==> config.mk <==
export PLATFORM = sky130hd
export DESIGN_NAME = sdram_read_arbiter_flat
export DESIGN_NICKNAME = d
export VERILOG_FILES = /design/src/rtl/sdram_read_arbiter_if.sv /design/src/rtl/sdram_read_arbiter.sv /design/src/flat_wrapper.sv
export SDC_FILE = /design/constraint.sdc
export NUM_CORES = 1
export LEC_CHECK = 0
export BUFFER_PORTS_ARGS = -buffer_cell sky130_fd_sc_hd__buf_2
export CAP_MARGIN = 20
export CORE_AREA = 2 2 257 259
export DETAILED_ROUTE_END_ITERATION = 12
export DIE_AREA = 0 0 259 261
export GPL_TIMING_DRIVEN = 0
export HOLD_SLACK_MARGIN = 0.08
export PLACE_DENSITY = 0.3
export REMOVE_ABC_BUFFERS = 1
export SLEW_MARGIN = 20
export SYNTH_ARGS = -nofsm -noshare
export SYNTH_HDL_FRONTEND = slang
export SYNTH_SLANG_ARGS = --single-unit
==> constraint.sdc <==
create_clock -name clk -period 4.6 [get_ports clk]
set_clock_uncertainty 0.05 [all_clocks]
set_input_delay 1.15 -clock clk [delete_from_list [all_inputs] [get_ports clk]]
set_output_delay 1.15 -clock clk [all_outputs]
set_load 0.005 [all_outputs]
==> src/rtl/sdram_read_arbiter_if.sv <==
// rtl/sdram_read_arbiter_if.sv - Avalon-MM burst read port shared by the EU fetch arbiter.
interface sdram_read_arbiter_if #(
  parameter int DATA_W  = 128,
  parameter int ADDR_W  = 32,
  parameter int BURST_W = 8
);
  logic [ADDR_W-1:0]  avm_address;
  logic               avm_read;
  logic [BURST_W-1:0] avm_burstcount;
  logic               avm_waitrequest;
  logic [DATA_W-1:0]  avm_readdata;
  logic               avm_readdatavalid;

  modport master (
    output avm_address,
    output avm_read,
    output avm_burstcount,
    input  avm_waitrequest,
    input  avm_readdata,
    input  avm_readdatavalid
  );

  modport slave (
    input  avm_address,
    input  avm_read,
    input  avm_burstcount,
    output avm_waitrequest,
    output avm_readdata,
    output avm_readdatavalid
  );
endinterface

==> src/rtl/sdram_read_arbiter.sv <==
// rtl/sdram_read_arbiter.sv - Round-robin arbiter and burst sequencer for the shared SDRAM read master.
// One burst in flight; read data is broadcast and qualified per port.
module sdram_read_arbiter #(
  parameter int NUM_PORTS = 8,
  parameter int DATA_W    = 128,
  parameter int ADDR_W    = 32,
  parameter int BURST_W   = 8
) (
  input  logic                          clk,
  input  logic                          rst,
  input  logic [NUM_PORTS-1:0]          req,
  input  logic [NUM_PORTS*ADDR_W-1:0]   req_addr,
  input  logic [NUM_PORTS*BURST_W-1:0]  req_burst,
  output logic [NUM_PORTS-1:0]          gnt,
  output logic [DATA_W-1:0]             rdata,
  output logic [NUM_PORTS-1:0]          rdata_valid,
  output logic [NUM_PORTS-1:0]          done,
  output logic                          busy,
  sdram_read_arbiter_if.master          avm
);
  localparam int IDX_W = (NUM_PORTS > 1) ? $clog2(NUM_PORTS) : 1;

  typedef enum logic [1:0] {
    IDLE = 2'd0,
    CMD  = 2'd1,
    DATA = 2'd2
  } state_t;

  state_t             state_q, state_d;
  logic [IDX_W-1:0]   owner_q, owner_d;
  logic [IDX_W-1:0]   last_q, last_d;
  logic [ADDR_W-1:0]  addr_q, addr_d;
  logic [BURST_W-1:0] burst_q, burst_d;
  logic [BURST_W-1:0] cnt_q, cnt_d;

  logic [ADDR_W-1:0]  addr_arr  [NUM_PORTS];
  logic [BURST_W-1:0] burst_arr [NUM_PORTS];

  logic                 beat;
  logic                 last_beat;
  logic [NUM_PORTS-1:0] owner_oh;

  for (genvar g = 0; g < NUM_PORTS; g++) begin : g_unpack
    assign addr_arr[g]  = req_addr[g*ADDR_W +: ADDR_W];
    assign burst_arr[g] = req_burst[g*BURST_W +: BURST_W];
  end

  // Beats are only honoured in DATA, so stale slave data after a reset is dropped.
  assign beat      = (state_q == DATA) && avm.avm_readdatavalid;
  assign last_beat = beat && (cnt_q == (burst_q - BURST_W'(1)));
  assign owner_oh  = NUM_PORTS'(1) << owner_q;

  always_ff @(posedge clk) begin
    if (rst) begin
      state_q <= IDLE;
      owner_q <= '0;
      last_q  <= IDX_W'(NUM_PORTS - 1);
      addr_q  <= '0;
      burst_q <= '0;
      cnt_q   <= '0;
    end else begin
      state_q <= state_d;
      owner_q <= owner_d;
      last_q  <= last_d;
      addr_q  <= addr_d;
      burst_q <= burst_d;
      cnt_q   <= cnt_d;
    end
  end

  always_comb begin
    int               t;
    logic             found;
    logic [IDX_W-1:0] cand;
    state_d = state_q;
    owner_d = owner_q;
    last_d  = last_q;
    addr_d  = addr_q;
    burst_d = burst_q;
    cnt_d   = cnt_q;
    t       = 0;
    found   = 1'b0;
    cand    = '0;
    case (state_q)
      IDLE: begin
        // Search starts just after the previous owner, wrapping round.
        for (int off = 1; off <= NUM_PORTS; off++) begin
          t = int'(last_q) + off;
          if (t >= NUM_PORTS) t = t - NUM_PORTS;
          cand = IDX_W'(t);
          if (!found && req[cand]) begin
            found   = 1'b1;
            owner_d = cand;
          end
        end
        if (found) begin
          addr_d  = addr_arr[owner_d];
          burst_d = (burst_arr[owner_d] == '0) ? BURST_W'(1) : burst_arr[owner_d];
          state_d = CMD;
        end
      end
      CMD: begin
        if (!avm.avm_waitrequest) begin
          cnt_d   = '0;
          state_d = DATA;
        end
      end
      DATA: begin
        if (beat) cnt_d = cnt_q + BURST_W'(1);
        if (last_beat) begin
          state_d = IDLE;
          last_d  = owner_q;
        end
      end
      default: state_d = IDLE;
    endcase
  end

  always_comb begin
    gnt                = '0;
    rdata_valid        = '0;
    done               = '0;
    busy               = (state_q != IDLE);
    avm.avm_read       = (state_q == CMD);
    avm.avm_address    = addr_q;
    avm.avm_burstcount = burst_q;
    rdata              = avm.avm_readdata;
    if (state_q != IDLE) gnt = owner_oh;
    if (beat)            rdata_valid = owner_oh;
    if (last_beat)       done = owner_oh;
  end

  a_gnt_onehot : assert property (@(posedge clk) disable iff (rst) $onehot0(gnt));
  a_read_in_cmd : assert property (@(posedge clk) disable iff (rst) avm.avm_read |-> (state_q == CMD));
  a_cmd_stable : assert property (@(posedge clk) disable iff (rst)
    (avm.avm_read && avm.avm_waitrequest) |=> ($stable(avm.avm_address) && $stable(avm.avm_burstcount)));
  a_done_valid : assert property (@(posedge clk) disable iff (rst) ((done & rdata_valid) == done));
endmodule

==> src/flat_wrapper.sv <==
// flat-port wrapper written by rule: the top's interface ports become plain ports
module sdram_read_arbiter_flat 
#(
  parameter int NUM_PORTS = 8,
  parameter int DATA_W    = 128,
  parameter int ADDR_W    = 32,
  parameter int BURST_W   = 8
)
  (clk, rst, req, req_addr, req_burst, gnt, rdata, rdata_valid, done, busy, avm_avm_address, avm_avm_read, avm_avm_burstcount, avm_avm_waitrequest, avm_avm_readdata, avm_avm_readdatavalid);
  sdram_read_arbiter_if #(.DATA_W(DATA_W), .ADDR_W(ADDR_W), .BURST_W(BURST_W)) avm_i ();
  input  logic clk;
  input  logic rst;
  input  logic [NUM_PORTS-1:0] req;
  input  logic [NUM_PORTS*ADDR_W-1:0] req_addr;
  input  logic [NUM_PORTS*BURST_W-1:0] req_burst;
  output logic [NUM_PORTS-1:0] gnt;
  output logic [DATA_W-1:0] rdata;
  output logic [NUM_PORTS-1:0] rdata_valid;
  output logic [NUM_PORTS-1:0] done;
  output logic busy;
  output wire logic [$bits(avm_i.avm_address)-1:0] avm_avm_address;
  output wire logic [$bits(avm_i.avm_read)-1:0] avm_avm_read;
  output wire logic [$bits(avm_i.avm_burstcount)-1:0] avm_avm_burstcount;
  input wire logic [$bits(avm_i.avm_waitrequest)-1:0] avm_avm_waitrequest;
  input wire logic [$bits(avm_i.avm_readdata)-1:0] avm_avm_readdata;
  input wire logic [$bits(avm_i.avm_readdatavalid)-1:0] avm_avm_readdatavalid;
  assign avm_avm_address = avm_i.avm_address;
  assign avm_avm_read = avm_i.avm_read;
  assign avm_avm_burstcount = avm_i.avm_burstcount;
  assign avm_i.avm_waitrequest = avm_avm_waitrequest;
  assign avm_i.avm_readdata = avm_avm_readdata;
  assign avm_i.avm_readdatavalid = avm_avm_readdatavalid;
  sdram_read_arbiter #(.NUM_PORTS(NUM_PORTS), .DATA_W(DATA_W), .ADDR_W(ADDR_W), .BURST_W(BURST_W)) u_core (.clk(clk), .rst(rst), .req(req), .req_addr(req_addr), .req_burst(req_burst), .gnt(gnt), .rdata(rdata), .rdata_valid(rdata_valid), .done(done), .busy(busy), .avm(avm_i));
endmodule
# Word-level counts from Yosys, hierarchy flattened
# Index checks and enable logic that the tools add are counted.
# classes
bitwise_logic	1
eq_ne	7
order_cmp	17
addsub	18
shift	1
mux	74
reduce_logical	24
# op_table
operator	count
$bmux W32 S3	1
$mux W3	25
$mux W32	2
$mux W8	8
$ge A4 B4 Y1 const B	8
$lt A3 B4 Y1 const B	8
$bmux W1 S3	8
$bmux W8 S3	1
$mux W1	24
$sub A3 B1 Y3 const B	8
$add A3 B3 Y4 const B	4
$pmux W8 S2	1
$logic_and A1 B1 Y1	9
$add A3 B2 Y4 const B	2
$add A8 B1 Y8 const B	1
$eq A8 B8 Y1	1
$logic_not A8 Y1	1
$shl A1 B3 Y8 const A	1
$sub A8 B1 Y8 const B	1
$logic_not A1 Y1	7
$mux W2	3
$ne A2 B1 Y1 const B	3
$pmux W2 S3	1
$reduce_and A3 Y1	2
10 further kinds	12
# totals
reg_bits	56
wordCells	148

# Depth between registers and ports, before layout
# Gate-level depths: netlist (run 1).
# depth
depth_word	42
depth_mapped	19
depth_no_buf	14

# Worst setup path after synthesis (run 1)
# Ideal clock, no wire load.
# synth_path
kind	input port to flip-flop
start	in req[2]
end	reg u_core.burst_q[0] (netlist: u_core.avm.avm_burstcount[0])
path_buffers	1
setup_slack_ns	0.456
required_ns	4.459
t_arrival_ns	4.003
setup_ns	0.091
path_stages	12
cell_sequence	mux4_2 -> mux2i_2 -> nand2_1 -> o311a_1 -> o311a_1 -> o21ai_4 -> buf_8 -> a21oi_2 -> mux4_2 -> nand4b_1 -> nand3b_1 -> a311oi_1
# synth_via
elab_chain_cells	38
# synth_lines
element	line	text
from (decl)	flat_wrapper.sv:13	input logic [NUM_PORTS-1:0] req;
$bmux W1 S3	sdram_read_arbiter.sv:91	if (!found && req[cand]) begin
$mux W1 (not written as such)	sdram_read_arbiter.sv:91	
$mux W1	sdram_read_arbiter.sv:91	
$mux W1	sdram_read_arbiter.sv:84	case (state_q)
$logic_not A1 Y1	sdram_read_arbiter.sv:91	
$logic_and A1 B1 Y1	sdram_read_arbiter.sv:91	
$mux W1	sdram_read_arbiter.sv:91	
$mux W1	sdram_read_arbiter.sv:84	
(+21 left out)	-	
$logic_and A1 B1 Y1	sdram_read_arbiter.sv:91	
$mux W3	sdram_read_arbiter.sv:91	
$mux W3	sdram_read_arbiter.sv:84	
$not A3 Y4 (not written as such)	sdram_read_arbiter.sv:98	burst_d = (burst_arr[owner_d] == '0) ? BURST_W'(1) : burst_arr[owner_d];
$bmux W8 S3	sdram_read_arbiter.sv:98	
$mux W8 (not written as such) (2 in a row)	sdram_read_arbiter.sv:98	
$logic_not A8 Y1	sdram_read_arbiter.sv:98	
$mux W8	sdram_read_arbiter.sv:98	
to (signal assigned)	sdram_read_arbiter.sv:66	burst_q <= burst_d;
to (decl)	sdram_read_arbiter.sv:33	logic [BURST_W-1:0] burst_q, burst_d;
# Parallel ways exist; a longest one is shown, timed or not. The select of a mux whose other input is x is not followed.
# A chain may end at the register's enable or synchronous reset.

# Worst setup path in the final report (run 1)
# layout_path
start	in req[7]
end	reg u_core.burst_q[0] (netlist: u_core.avm.avm_burstcount[0])
# Same word-level chain as after synthesis.

==> results of run 1 <==
==> power breakdown <==
part / switching [W] / total (W) / internal, W / leakage [nW]
Combinational: 0.000589 / 0.00105 / 0.000460 / 4.11
Clock: 0.000236 / 0.000436 / 0.000200 / 0.0657
Sequential: 0.0000573 / 0.000602 / 0.000545 / 0.462
==> state kept, by name, summed over array words and instances (netlist names) <==
name,cells
u_core.owner_q,3
u_core.state_q,2
u_core.avm.avm_address,32
u_core.avm.avm_burstcount,8
u_core.last_q,3
u_core.cnt_q,8
==> placed cells by master (no fill, tap or decap), types with 3 or more instances in the layout <==
cell type and instances:
sky130_fd_sc_hd__inv_1 9, sky130_fd_sc_hd__nor4_1 4, sky130_fd_sc_hd__ha_1 3, sky130_fd_sc_hd__xnor2_1 11, sky130_fd_sc_hd__a211oi_1 45, sky130_fd_sc_hd__buf_12 6
sky130_fd_sc_hd__nand3_1 151, sky130_fd_sc_hd__nor2b_1 4, sky130_fd_sc_hd__a21oi_1 15, sky130_fd_sc_hd__or2_2 3, sky130_fd_sc_hd__a211o_1 3, sky130_fd_sc_hd__buf_6 3
sky130_fd_sc_hd__nand2_1 299, sky130_fd_sc_hd__mux4_2 13, sky130_fd_sc_hd__xor2_1 6, sky130_fd_sc_hd__a31oi_1 38, sky130_fd_sc_hd__nand4_1 4, sky130_fd_sc_hd__diode_2 3
sky130_fd_sc_hd__mux2i_4 4, sky130_fd_sc_hd__mux2i_1 31, sky130_fd_sc_hd__buf_16 9, sky130_fd_sc_hd__o21ai_0 11, sky130_fd_sc_hd__o311a_1 3, sky130_fd_sc_hd__and3_1 36
sky130_fd_sc_hd__buf_2 396, sky130_fd_sc_hd__mux2_2 7, sky130_fd_sc_hd__buf_4 30, sky130_fd_sc_hd__a21oi_2 3, sky130_fd_sc_hd__a311oi_1 3, sky130_fd_sc_hd__clkbuf_16 6
sky130_fd_sc_hd__nand2b_1 6, sky130_fd_sc_hd__buf_8 6, sky130_fd_sc_hd__dfxtp_1 53, sky130_fd_sc_hd__and2_1 3, sky130_fd_sc_hd__nor2_1 83, sky130_fd_sc_hd__nor3_1 14
==> routing by layer <==
| layer | wire [um] | part of all wire [%] | vias to the layer above | track usage, % |
|---|---|---|---|---|
| met2 | 23060 | 39 | 671 | 21.68 |
| li1 | - | - | 4271 | - |
| met5 | 807 | 1.4 | - | 8.681 |
| met1 | 23760 | 41 | 4236 | 18.87 |
| met3 | 10150 | 17 | 48 | 12.89 |
| met4 | 704 | 1.2 | 20 | 2.601 |
==> timing repair <==
action | in CTS | in global routing
gates resized for setup | 15 | 16
pin swaps | 6 | 9
buffers inserted | 5 | 26
setup endpoints to repair | 43 | 14
gates cloned | 0 | 3
==> area by class of cell <==
class                   count  area, sq um
well taps                 864         1081
multi-input cells         847         4946
flip-flops and latches     56         1130
clock buffers               5        125.1
diodes                      3        7.507
fillers                  7609        54970
repair buffers            452         2731
inverters                  10        37.54
clock inverters             2        12.51
==> metrics by stage <==
step | hold WS [ps] | utilization, % | TNS, ps | cells | worst slack [ps]
5_1_grt | 474.3 | 15.47 | -431.8 | 2236 | -195.2
2_1_floorplan | 438.7 | - | -287630 | 911 | -8036
4_1_cts | 455.9 | 15.04 | -140.6 | 2207 | -140.6
6_report | 450.9 | 15.48 | 0 | 2239 | 92.27
3_3_place_gp | 434.4 | 13.82 | -600810 | 2172 | -16800
3_5_place_dp | 442.2 | 14.66 | -47150 | 2195 | -1633
==> cells by family after synthesis <==
kind of cell	after synthesis	synth area share, %
multiplexers	56	10.57
buffers and inverters	225	19.04
AND/OR/NAND/NOR	617	37.32
XOR/XNOR	18	2.272
flip-flops	56	15.42
adder cells (fa/ha/maj)	4	0.6885
AO/OA/AOI/OAI	150	14.70
==> worst min-delay path by stage <==
stage / start / end / slack (ps) / cells past startpoint
finish: u_core.avm.avm_address[24] / u_core.avm.avm_address[24] / 450 / 2
floorplan: u_core.avm.avm_address[0] / u_core.avm.avm_address[0] / 440 / 2
global route: u_core.avm.avm_address[2] / u_core.avm.avm_address[2] / 470 / 2
CTS: u_core.avm.avm_address[13] / u_core.avm.avm_address[13] / 460 / 2
global placement: u_core.avm.avm_address[14] / u_core.avm.avm_address[14] / 430 / 2
detailed placement: u_core.avm.avm_address[6] / u_core.avm.avm_address[6] / 440 / 2
==> worst max-delay path, cell delays in order <==
cell and delay [ps]:
sky130_fd_sc_hd__buf_2 160, sky130_fd_sc_hd__mux4_2 580, sky130_fd_sc_hd__mux2i_4 230, sky130_fd_sc_hd__nand4_4 190, sky130_fd_sc_hd__o311a_1 460, sky130_fd_sc_hd__o32ai_4 330, sky130_fd_sc_hd__buf_8 190, sky130_fd_sc_hd__buf_8 170
sky130_fd_sc_hd__mux4_2 510, sky130_fd_sc_hd__nand4b_1 270, sky130_fd_sc_hd__nand3b_1 210, sky130_fd_sc_hd__a311oi_1 230
==> impl_metrics.xml, run 1 <==
<?xml version="1.0" encoding="UTF-8"?>
<metrics>
  <group name="global_route">
    <metric name="maximum_number_of_pins_on_one_net_before_global_route_repair" unit="">68</metric>
    <metric name="grt_first_pass_wirelength" unit="mm">74.37</metric>
    <metric name="globalRouteTotalUtil" unit="%">15.98</metric>
    <metric name="grt-ovfl-total" unit="">0</metric>
    <metric name="first_global_vias" unit="">8538</metric>
    <metric name="number_of_antenna_violations_at_the_first_check_in_global_routing" unit="">3</metric>
  </group>
  <group name="route">
    <metric name="route.detailed.drc" unit="">0</metric>
    <metric name="firstDrtPassIters" unit="">5</metric>
    <metric name="drt_first_iter_violations" unit="">575</metric>
    <metric name="route.detailed.wl_per_inst" unit="um">26.12</metric>
    <metric name="vias" unit="">9246</metric>
    <metric name="drtAntennaViolNets" unit="">0</metric>
    <metric name="postRouteWirelength" unit="mm">58.49</metric>
    <metric name="drt-vias-per-instance" unit="">4.130</metric>
  </group>
  <group name="clocking">
    <metric name="maximum_clock_path_buffer_count" unit="">2</metric>
    <metric name="cts_inserted_buffers" unit="">5</metric>
    <metric name="clock_root_buffer" unit="">sky130_fd_sc_hd__clkbuf_16</metric>
    <metric name="clk_pin_slew" unit="ps">90</metric>
    <metric name="cts_sinks" unit="">56</metric>
    <metric name="htree_num_levels" unit="">2</metric>
    <metric name="cts_hold_repair.buffers" unit="">0</metric>
    <metric name="insertion_delay" unit="ps">330</metric>
    <metric name="tritoncts_clock_tree" unit="">yes</metric>
  </group>
  <group name="synthesis">
    <metric name="post_synthesis_cells" unit="">1126</metric>
    <metric name="most_numerous_cell_in_the_yosys_netlist" unit="">sky130_fd_sc_hd__nand2_1</metric>
    <metric name="post_synth_most_frequent_cells" unit="">300 x sky130_fd_sc_hd__nand2_1, 151 x sky130_fd_sc_hd__nand3_1, 130 x sky130_fd_sc_hd__buf_4, 86 x sky130_fd_sc_hd__nor2_1, 56 x sky130_fd_sc_hd__dfxtp_1</metric>
    <metric name="synth_sequential_area_ratio" unit="%">15.42</metric>
    <metric name="synth.avg_cell_area" unit="sq um">6.456</metric>
    <metric name="synth_area_leader_cell" unit="">sky130_fd_sc_hd__nand2_1</metric>
    <metric name="ys_top_cells_by_area" unit="">sky130_fd_sc_hd__nand2_1 15%, sky130_fd_sc_hd__dfxtp_1 15%, sky130_fd_sc_hd__buf_4 13%</metric>
    <metric name="postSynth.topFlopCell" unit="">sky130_fd_sc_hd__dfxtp_1</metric>
    <metric name="synth_enable_flop_cells" unit="">0</metric>
    <metric name="synth_cell_types" unit="">62</metric>
    <metric name="synth.yosys.warnings" unit="">0</metric>
    <metric name="fraction_of_post_synthesis_cell_area_in_the_top_cell_type_by_area" unit="%">15.49</metric>
    <metric name="post_synth_instance_area" unit="sq mm">0.007269</metric>
    <metric name="async_reset_ff_share" unit="%">0</metric>
    <metric name="synth_seq_cells" unit="">56</metric>
  </group>
  <group name="worst_setup_path">
    <metric name="reg2reg_setup_slack" unit="ps">150</metric>
    <metric name="timing.critical_path.required" unit="ps">4800</metric>
    <metric name="critical_path.endpoint" unit="">u_core.avm.avm_burstcount[0]</metric>
    <metric name="crit_arrival" unit="ps">4700</metric>
    <metric name="worst-r2r-cell-count" unit="">17</metric>
    <metric name="rr_endpoint" unit="">u_core.avm.avm_burstcount[0]</metric>
    <metric name="timing.setup.critical_path_class" unit="">input pin to flip-flop</metric>
    <metric name="worstPathMaxFanout" unit="">11</metric>
    <metric name="cp-end-kind" unit="">flip-flop</metric>
    <metric name="critPathLaunchType" unit="">input pin</metric>
    <metric name="worstReg2RegStart" unit="">u_core.last_q[1]</metric>
    <metric name="startpoint_of_the_most_critical_setup_path" unit="">req[7]</metric>
  </group>
  <group name="floorplan">
    <metric name="die-area" unit="sq mm">0.06760</metric>
    <metric name="placement_rows" unit="">94</metric>
    <metric name="floorplan.initialDensity" unit="%">11.18</metric>
    <metric name="die_w" unit="um">259</metric>
    <metric name="die_h" unit="um">261</metric>
    <metric name="io-pin-count" unit="">654</metric>
    <metric name="floorplan.core_area" unit="sq mm">0.06504</metric>
  </group>
  <group name="cells_and_area">
    <metric name="final_layout_size_suffix_gt1_share" unit="%">37.76</metric>
    <metric name="final_net_count" unit="">1836</metric>
    <metric name="area_delta_synth_final" unit="%">38.54</metric>
    <metric name="fin_area" unit="sq mm">0.01007</metric>
  </group>
  <group name="power_and_ir_drop">
    <metric name="p_leak" unit="nW">4.634</metric>
    <metric name="post-layout-total-power" unit="W">0.002087</metric>
    <metric name="power.density_cell_area" unit="mW/mm^2">207.2</metric>
    <metric name="peakVddDrop" unit="uV">125.7</metric>
  </group>
  <group name="place">
    <metric name="dpl.hpwl" unit="mm">44.52</metric>
    <metric name="placedInstanceArea" unit="sq mm">0.009537</metric>
    <metric name="number_of_buffer_cells_added_on_primary_ports" unit="">397</metric>
    <metric name="gp_congestion" unit="">0.7846</metric>
  </group>
  <group name="timing">
    <metric name="rsz0062_at_grt" unit="">true</metric>
    <metric name="finalWorstPathRequiredPeriod" unit="ps">4508</metric>
    <metric name="tightest_pin_transition" unit="ps">964.8</metric>
    <metric name="slew_headroom" unit="%">35.44</metric>
    <metric name="report.final.slew_viol_count" unit="">0</metric>
    <metric name="finalCritPeriodShare" unit="%">97.99</metric>
    <metric name="timing.final.setup_violations" unit="">0</metric>
    <metric name="fmaxAchievable" unit="MHz">221.8</metric>
    <metric name="final_hold_viol_count" unit="">0</metric>
  </group>
  <group name="job">
    <metric name="maxCapViolations" unit="">0</metric>
  </group>
  <group name="status">
    <metric name="status" unit="">complete, no violations</metric>
  </group>
  <group name="worst_hold_path">
    <metric name="hold_path.class" unit="">flip-flop to flip-flop</metric>
  </group>
</metrics>
(Power assumes the default switching activity.)
==> run 2, diff against run 1 <==
==> constraint.sdc (replaced) <==
create_clock -name clk -period 4.6 [get_ports clk]
set_clock_uncertainty 0.05 [all_clocks]
set_input_delay 1.15 -clock clk [delete_from_list [all_inputs] [get_ports clk]]
set_output_delay 1.15 -clock clk [all_outputs]
set_load 0.05 [all_outputs]
==> run 2 against run 1 <==
Flip-flop and latch count is the same; global-route usage hardly changed; clock power barely moved; first-iteration DRC count fell by 14%; register-to-register slack better by 80 ps; critical path depth is 4 higher; design area up 1.1%; combinational power is 20% higher; via count is 0.47% lower; worst setup slack improved by 26 ps; die area unchanged; highest routed layer unchanged; critical endpoint is now u_core.avm.avm_address[22]; worst hold slack about the same; largest cell class unchanged.
==> impl_metrics.xml, run 2 (synthesized netlist as in run 1, its figures left out) <==
<?xml version="1.0" encoding="UTF-8"?>
<metrics>
  <group name="status">
    <metric name="status" unit="">complete, no violations</metric>
  </group>
  <group name="global_route">
    <metric name="first_global_vias" unit="">8541</metric>
    <metric name="globalRouteTotalUtil" unit="%">16.01</metric>
    <metric name="grt-ovfl-total" unit="">0</metric>
    <metric name="grt_first_pass_wirelength" unit="mm">74.47</metric>
    <metric name="maximum_number_of_pins_on_one_net_before_global_route_repair" unit="">68</metric>
    <metric name="number_of_antenna_violations_at_the_first_check_in_global_routing" unit="">3</metric>
  </group>
  <group name="cells_and_area">
    <metric name="fin_area" unit="sq mm">0.01018</metric>
    <metric name="area_delta_synth_final" unit="%">40.00</metric>
    <metric name="final_net_count" unit="">1846</metric>
    <metric name="mostFrequentLayoutCells" unit="">393 x sky130_fd_sc_hd__buf_2, 299 x sky130_fd_sc_hd__nand2_1, 151 x sky130_fd_sc_hd__nand3_1, 83 x sky130_fd_sc_hd__nor2_1, 53 x sky130_fd_sc_hd__dfxtp_1</metric>
    <metric name="final_layout_size_suffix_gt1_share" unit="%">38.57</metric>
    <metric name="largest_reg_flops" unit="">32</metric>
    <metric name="final_common_cell" unit="">sky130_fd_sc_hd__buf_2</metric>
    <metric name="layout.filler_cells" unit="">7612</metric>
  </group>
  <group name="worst_hold_path">
    <metric name="hold_path.class" unit="">flip-flop to flip-flop</metric>
    <metric name="worst_hold_path.endpoint" unit="">u_core.avm.avm_address[31]</metric>
    <metric name="min_delay_path_depth" unit="">2</metric>
    <metric name="hold_path.startpoint" unit="">u_core.avm.avm_address[31]</metric>
  </group>
  <group name="worst_setup_path">
    <metric name="cp-end-kind" unit="">flip-flop</metric>
    <metric name="slowest_delay" unit="ps">570</metric>
    <metric name="worst-r2r-cell-count" unit="">20</metric>
    <metric name="critical_path.most_common_cell" unit="">sky130_fd_sc_hd__buf_16</metric>
    <metric name="worstReg2RegStart" unit="">u_core.last_q[1]</metric>
    <metric name="critPathTopFamily" unit="">buffers and inverters</metric>
    <metric name="worstPathMaxFanout" unit="">28</metric>
    <metric name="crit_arrival" unit="ps">4620</metric>
    <metric name="critical-path-slowest-cell" unit="">sky130_fd_sc_hd__mux4_2</metric>
    <metric name="timing.setup.critical_path_class" unit="">input pin to flip-flop</metric>
    <metric name="critPathLaunchType" unit="">input pin</metric>
    <metric name="timing.critical_path.cells" unit="">buf_2 &gt; mux4_2 &gt; mux2i_4 &gt; nand4_4 &gt; buf_4 &gt; a211oi_4 &gt; o21ai_4 &gt; buf_16 &gt; buf_16 &gt; buf_16 &gt; buf_8 &gt; nand2_1 &gt; nand3_1 &gt; and3_1 &gt; a31oi_1 &gt; a211oi_2</metric>
    <metric name="reg2reg_setup_slack" unit="ps">230</metric>
    <metric name="timing.critical_path.required" unit="ps">4730</metric>
    <metric name="timing.critical_path.buf_inv" unit="">6</metric>
    <metric name="rr_endpoint" unit="">u_core.avm.avm_address[22]</metric>
  </group>
  <group name="clocking">
    <metric name="tritoncts_clock_tree" unit="">yes</metric>
    <metric name="insertion_delay" unit="ps">330</metric>
    <metric name="htree_num_levels" unit="">2</metric>
    <metric name="clk_pin_slew" unit="ps">90</metric>
    <metric name="cts_sinks" unit="">56</metric>
    <metric name="cts_hold_repair.buffers" unit="">0</metric>
    <metric name="clock_root_buffer" unit="">sky130_fd_sc_hd__clkbuf_16</metric>
    <metric name="cts_inserted_buffers" unit="">5</metric>
    <metric name="maximum_clock_path_buffer_count" unit="">2</metric>
  </group>
  <group name="job">
    <metric name="maxCapViolations" unit="">0</metric>
  </group>
  <group name="route">
    <metric name="drt_first_iter_violations" unit="">496</metric>
    <metric name="drtAntennaViolNets" unit="">0</metric>
    <metric name="postRouteWirelength" unit="mm">58.31</metric>
    <metric name="m1WireLength" unit="mm">23.98</metric>
    <metric name="route.detailed.wl_per_inst" unit="um">25.92</metric>
    <metric name="wl_met3" unit="mm">9.843</metric>
    <metric name="met2RoutedLength" unit="mm">22.97</metric>
    <metric name="firstDrtPassIters" unit="">5</metric>
    <metric name="drt-vias-per-instance" unit="">4.090</metric>
    <metric name="top_signal_layer_used" unit="">met5</metric>
    <metric name="route.detailed.drc" unit="">0</metric>
    <metric name="vias" unit="">9203</metric>
  </group>
  <group name="timing">
    <metric name="timing.final.setup_violations" unit="">0</metric>
    <metric name="tightest_pin_transition" unit="ps">960.3</metric>
    <metric name="layout_setup_ws" unit="ps">118.5</metric>
    <metric name="fmaxAchievable" unit="MHz">223.1</metric>
    <metric name="slew_headroom" unit="%">35.74</metric>
    <metric name="finalWorstPathRequiredPeriod" unit="ps">4481</metric>
    <metric name="final.hold.worst_slack" unit="ps">450.9</metric>
    <metric name="finalSetupTns" unit="ps">0</metric>
    <metric name="finalCritPeriodShare" unit="%">97.42</metric>
    <metric name="final_hold_viol_count" unit="">0</metric>
    <metric name="report.final.slew_viol_count" unit="">0</metric>
  </group>
  <group name="power_and_ir_drop">
    <metric name="peakVddDrop" unit="uV">125.5</metric>
    <metric name="p_leak" unit="nW">4.686</metric>
    <metric name="power.density_cell_area" unit="mW/mm^2">226.0</metric>
  </group>
  <group name="place">
    <metric name="placedInstanceArea" unit="sq mm">0.009537</metric>
    <metric name="dpl.hpwl" unit="mm">44.52</metric>
    <metric name="number_of_buffer_cells_added_on_primary_ports" unit="">397</metric>
    <metric name="worst_slack_at_placement" unit="ps">-1633</metric>
    <metric name="gp_congestion" unit="">0.7846</metric>
  </group>
  <group name="floorplan">
    <metric name="io-pin-count" unit="">654</metric>
    <metric name="floorplan.core_area" unit="sq mm">0.06504</metric>
    <metric name="placement_rows" unit="">94</metric>
    <metric name="die_h" unit="um">261</metric>
    <metric name="die-area" unit="sq mm">0.06760</metric>
    <metric name="floorplan.initialDensity" unit="%">11.18</metric>
    <metric name="die_w" unit="um">259</metric>
  </group>
</metrics>
run 2: timing repair:
action / CTS / global route
setup buffers: 7 / 36
cloned: 0 / 3
resized for setup: 15 / 28
endpoints found under the setup margin: 47 / 10
pin swaps: 7 / 12
run 2: where the power goes:
| part | internal (W) | switching [W] | total (W) | leakage, nW |
|---|---|---|---|---|
| Sequential | 0.000545 | 0.0000577 | 0.000602 | 0.462 |
| Combinational | 0.000465 | 0.000797 | 0.00126 | 4.16 |
| Clock | 0.000200 | 0.000235 | 0.000435 | 0.0657 |
run 2: layer usage:
layer  GRT usage (%)  vias up
met1           18.88     4224
met5           8.681        -
li1                -     4284
met4           2.601       20
met3           12.89       48
met2           21.75      627
run 2: area by class of cell:
class                      count  area, sq um  share of cell area (%)
inverter                      10        41.29                  0.4057
multi-input combinational    846         4962                   48.76
clock inverter                 2        12.51                  0.1229
clock buffer                   5        125.1                   1.229
sequential                    56         1130                   11.10
antenna                        4        10.01                 0.09835
timing repair buffer         463         2815                   27.66
tap                          864         1081                   10.62
run 2: worst max-delay path by stage:
stage	start	end	depth (start not counted)
6_report	req[6]	u_core.avm.avm_address[22]	16
2_1_floorplan	u_core.last_q[0]	u_core.avm.avm_burstcount[0]	13
3_5_place_dp	u_core.last_q[0]	u_core.avm.avm_burstcount[0]	17
4_1_cts	req[4]	u_core.avm.avm_burstcount[0]	16
5_1_grt	req[3]	u_core.avm.avm_burstcount[0]	15
3_3_place_gp	u_core.last_q[0]	u_core.avm.avm_address[22]	14
run 2: worst reg2reg max path: stages (launching register included):
cell	delay, ps
sky130_fd_sc_hd__dfxtp_4	380
sky130_fd_sc_hd__clkinvlp_4	120
sky130_fd_sc_hd__ha_4	300
sky130_fd_sc_hd__buf_4	150
sky130_fd_sc_hd__mux2i_4	260
sky130_fd_sc_hd__mux2i_1	140
sky130_fd_sc_hd__o221ai_2	190
sky130_fd_sc_hd__buf_4	170
sky130_fd_sc_hd__nand4_4	160
sky130_fd_sc_hd__buf_4	200
sky130_fd_sc_hd__a211oi_4	440
sky130_fd_sc_hd__o21ai_4	160
sky130_fd_sc_hd__buf_16	200
sky130_fd_sc_hd__buf_16	190
sky130_fd_sc_hd__buf_16	190
sky130_fd_sc_hd__buf_8	180
sky130_fd_sc_hd__nand2_1	170
sky130_fd_sc_hd__nand3_1	90
sky130_fd_sc_hd__and3_1	200
sky130_fd_sc_hd__a31oi_1	200
sky130_fd_sc_hd__a211oi_2	90
run 2: through the flow:
stage	util (%)	power [W]	instances
detailed placement	14.66	0.001858	2195
CTS	15.07	0.002338	2209
floorplan	-	0.001385	911
global placement	13.82	0.001924	2172
global route	15.63	0.002471	2246
finish	15.65	0.002300	2250
==> run 3, diff against run 2 <==
--- a/config.mk
+++ b/config.mk
@@ -5,14 +5,14 @@
 export SDC_FILE = /design/constraint.sdc
 export NUM_CORES = 1
 export LEC_CHECK = 0
-export BUFFER_PORTS_ARGS = -buffer_cell sky130_fd_sc_hd__buf_2
+export BUFFER_PORTS_ARGS = -buffer_cell sky130_fd_sc_hd__clkbuf_2
 export CAP_MARGIN = 20
 export CORE_AREA = 2 2 257 259
 export DETAILED_ROUTE_END_ITERATION = 12
 export DIE_AREA = 0 0 259 261
 export GPL_TIMING_DRIVEN = 0
 export HOLD_SLACK_MARGIN = 0.08
-export PLACE_DENSITY = 0.3
+export PLACE_DENSITY_LB_ADDON = 0.15
 export REMOVE_ABC_BUFFERS = 1
 export SLEW_MARGIN = 20
 export SYNTH_ARGS = -nofsm -noshare
==> run 3 against run 2 <==
Clock power rose by 3%; flip-flop and latch count did not move; non-clock buffer count fell by 18; critical path type unchanged; highest routed layer unchanged.
==> impl_metrics.xml, run 3 (synthesized netlist as in run 1, its figures left out) <==
<?xml version="1.0" encoding="UTF-8"?>
<metrics>
  <group name="worst_setup_path">
    <metric name="slowest_delay" unit="ps">590</metric>
    <metric name="critPathLaunchType" unit="">input pin</metric>
    <metric name="critical-path-slowest-cell" unit="">sky130_fd_sc_hd__mux4_2</metric>
    <metric name="crit_arrival" unit="ps">4730</metric>
    <metric name="worstPathMaxFanout" unit="">16</metric>
    <metric name="rr_endpoint" unit="">u_core.avm.avm_burstcount[0]</metric>
    <metric name="worstReg2RegStart" unit="">u_core.last_q[0]</metric>
    <metric name="worst-r2r-cell-count" unit="">15</metric>
    <metric name="timing.critical_path.required" unit="ps">4790</metric>
    <metric name="cp-end-kind" unit="">flip-flop</metric>
    <metric name="critical_path.most_common_cell" unit="">sky130_fd_sc_hd__mux4_2</metric>
    <metric name="timing.critical_path.cells" unit="">clkbuf_2 &gt; mux4_2 &gt; mux2i_4 &gt; nand2_2 &gt; o311a_1 &gt; o311a_4 &gt; o21ai_4 &gt; buf_12 &gt; buf_16 &gt; a21oi_1 &gt; mux4_2 &gt; nand4b_1 &gt; nand3b_1 &gt; a311oi_1</metric>
    <metric name="reg2reg_setup_slack" unit="ps">140</metric>
    <metric name="timing.setup.critical_path_class" unit="">input pin to flip-flop</metric>
  </group>
  <group name="timing">
    <metric name="final_hold_viol_count" unit="">0</metric>
    <metric name="finalSetupTns" unit="ps">0</metric>
    <metric name="tightest_pin_transition" unit="ps">875.3</metric>
    <metric name="final.hold.worst_slack" unit="ps">448.2</metric>
    <metric name="layout_setup_ws" unit="ps">63.25</metric>
    <metric name="finalWorstPathRequiredPeriod" unit="ps">4537</metric>
    <metric name="timing.final.setup_violations" unit="">0</metric>
    <metric name="report.final.slew_viol_count" unit="">0</metric>
    <metric name="fmaxAchievable" unit="MHz">220.4</metric>
    <metric name="slew_headroom" unit="%">41.20</metric>
    <metric name="rsz0062_at_grt" unit="">true</metric>
    <metric name="finalCritPeriodShare" unit="%">98.62</metric>
  </group>
  <group name="worst_hold_path">
    <metric name="worst_hold_path.endpoint" unit="">u_core.avm.avm_address[28]</metric>
    <metric name="min_delay_path_depth" unit="">2</metric>
    <metric name="hold_path.class" unit="">flip-flop to flip-flop</metric>
    <metric name="hold_path.startpoint" unit="">u_core.avm.avm_address[28]</metric>
  </group>
  <group name="floorplan">
    <metric name="die_h" unit="um">261</metric>
    <metric name="die_w" unit="um">259</metric>
    <metric name="floorplan.initialDensity" unit="%">11.18</metric>
    <metric name="io-pin-count" unit="">654</metric>
    <metric name="die-area" unit="sq mm">0.06760</metric>
    <metric name="floorplan.core_area" unit="sq mm">0.06504</metric>
    <metric name="placement_rows" unit="">94</metric>
  </group>
  <group name="place">
    <metric name="gp_congestion" unit="">0.7942</metric>
    <metric name="worst_slack_at_placement" unit="ps">-1618</metric>
    <metric name="dpl.hpwl" unit="mm">45.91</metric>
    <metric name="number_of_buffer_cells_added_on_primary_ports" unit="">397</metric>
  </group>
  <group name="route">
    <metric name="firstDrtPassIters" unit="">5</metric>
    <metric name="postRouteWirelength" unit="mm">58.46</metric>
    <metric name="route.detailed.drc" unit="">0</metric>
    <metric name="vias" unit="">9215</metric>
    <metric name="route.detailed.wl_per_inst" unit="um">26.21</metric>
    <metric name="drtAntennaViolNets" unit="">0</metric>
    <metric name="drt_first_iter_violations" unit="">530</metric>
    <metric name="drt-vias-per-instance" unit="">4.132</metric>
  </group>
  <group name="job">
    <metric name="maxCapViolations" unit="">0</metric>
  </group>
  <group name="global_route">
    <metric name="number_of_antenna_violations_at_the_first_check_in_global_routing" unit="">1</metric>
    <metric name="maximum_number_of_pins_on_one_net_before_global_route_repair" unit="">70</metric>
    <metric name="grt_first_pass_wirelength" unit="mm">76.07</metric>
    <metric name="grt-ovfl-total" unit="">0</metric>
    <metric name="first_global_vias" unit="">8781</metric>
    <metric name="globalRouteTotalUtil" unit="%">16.43</metric>
  </group>
  <group name="clocking">
    <metric name="clock_root_buffer" unit="">sky130_fd_sc_hd__clkbuf_16</metric>
    <metric name="insertion_delay" unit="ps">330</metric>
    <metric name="cts_inserted_buffers" unit="">5</metric>
    <metric name="tritoncts_clock_tree" unit="">yes</metric>
    <metric name="htree_num_levels" unit="">2</metric>
    <metric name="maximum_clock_path_buffer_count" unit="">2</metric>
    <metric name="cts_sinks" unit="">56</metric>
    <metric name="clk_pin_slew" unit="ps">90</metric>
  </group>
  <group name="status">
    <metric name="status" unit="">complete, no violations</metric>
  </group>
  <group name="cells_and_area">
    <metric name="final_common_cell" unit="">sky130_fd_sc_hd__clkbuf_2</metric>
    <metric name="area_delta_synth_final" unit="%">37.68</metric>
    <metric name="mostFrequentLayoutCells" unit="">396 x sky130_fd_sc_hd__clkbuf_2, 299 x sky130_fd_sc_hd__nand2_1, 151 x sky130_fd_sc_hd__nand3_1, 83 x sky130_fd_sc_hd__nor2_1, 53 x sky130_fd_sc_hd__dfxtp_1</metric>
    <metric name="final_layout_size_suffix_gt1_share" unit="%">37.10</metric>
    <metric name="final_net_count" unit="">1827</metric>
    <metric name="largest_reg_flops" unit="">32</metric>
    <metric name="layout.filler_cells" unit="">7622</metric>
  </group>
  <group name="power_and_ir_drop">
    <metric name="peakVddDrop" unit="uV">128.6</metric>
    <metric name="p_leak" unit="nW">4.640</metric>
    <metric name="power.density_cell_area" unit="mW/mm^2">230.9</metric>
  </group>
</metrics>
run 3: how the worst max path moves through the flow:
stage | startpoint | end | slack, ps | cells past startpoint
2_1_floorplan | u_core.last_q[0] | u_core.avm.avm_burstcount[0] | -8040 | 13
4_1_cts | u_core.last_q[0] | u_core.avm.avm_burstcount[0] | -70 | 15
5_1_grt | req[6] | u_core.avm.avm_burstcount[0] | -80 | 14
3_5_place_dp | u_core.last_q[0] | u_core.avm.avm_burstcount[0] | -1620 | 15
3_3_place_gp | u_core.last_q[0] | u_core.avm.avm_address[13] | -16800 | 13
6_report | req[6] | u_core.avm.avm_burstcount[0] | 60 | 14
run 3: layout make-up:
class                           count  area (sq um)  share of cell area, %
Clock buffer                        6         128.9                  1.288
Multi-Input combinational cell    845          4896                  48.92
Clock inverter                      2         16.27                 0.1625
Timing Repair Buffer              445          2714                  27.12
Sequential cell                    56          1130                  11.29
Tap cell                          864          1081                  10.80
Inverter                           10         37.54                 0.3750
Antenna cell                        2         5.005                0.05001
run 3: worst max-delay path: cells and delay by family:
kind	cells	cell delay, ps
compound gates	5	1130
buf+inv	3	490
mux	3	1320
simple gates	3	610
run 3: what timing repair did:
action | CTS | global route
resized for setup | 17 | 6
buffers inserted | 9 | 16
pin swaps | 7 | 4
hold buffers | 0 | 0
endpoints found under the setup margin | 48 | 13
gates cloned | 0 | 1
run 3: where the power goes:
| group | total, W | leakage [nW] | internal [W] | switching [W] |
|---|---|---|---|---|
| registers | 0.000602 | 0.462 | 0.000545 | 0.0000576 |
| logic | 0.00126 | 4.11 | 0.000465 | 0.000796 |
| clock network | 0.000447 | 0.0671 | 0.000206 | 0.000242 |
| total | 0.00231 | 4.64 | 0.00122 | 0.00110 |
run 3: per-layer routing:
| metal | GRT usage [%] | routed length (um) | up-vias |
|---|---|---|---|
| met3 | 14.64 | 10750 | 43 |
| met5 | 10.07 | 1002 | - |
| li1 | - | - | 4246 |
| met1 | 18.92 | 23570 | 4279 |
| met4 | 2.408 | 696 | 16 |
| met2 | 21.82 | 22440 | 631 |
run 3: through the flow:
step	cells	instance area, sq um	util [%]	total power [W]
2_1_floorplan	911	5923	-	0.001385
3_3_place_gp	2172	8991	13.82	0.001931
3_5_place_dp	2194	9527	14.65	0.001873
4_1_cts	2211	9804	15.07	0.002366
5_1_grt	2230	10010	15.39	0.002491
6_report	2230	10010	15.39	0.002311
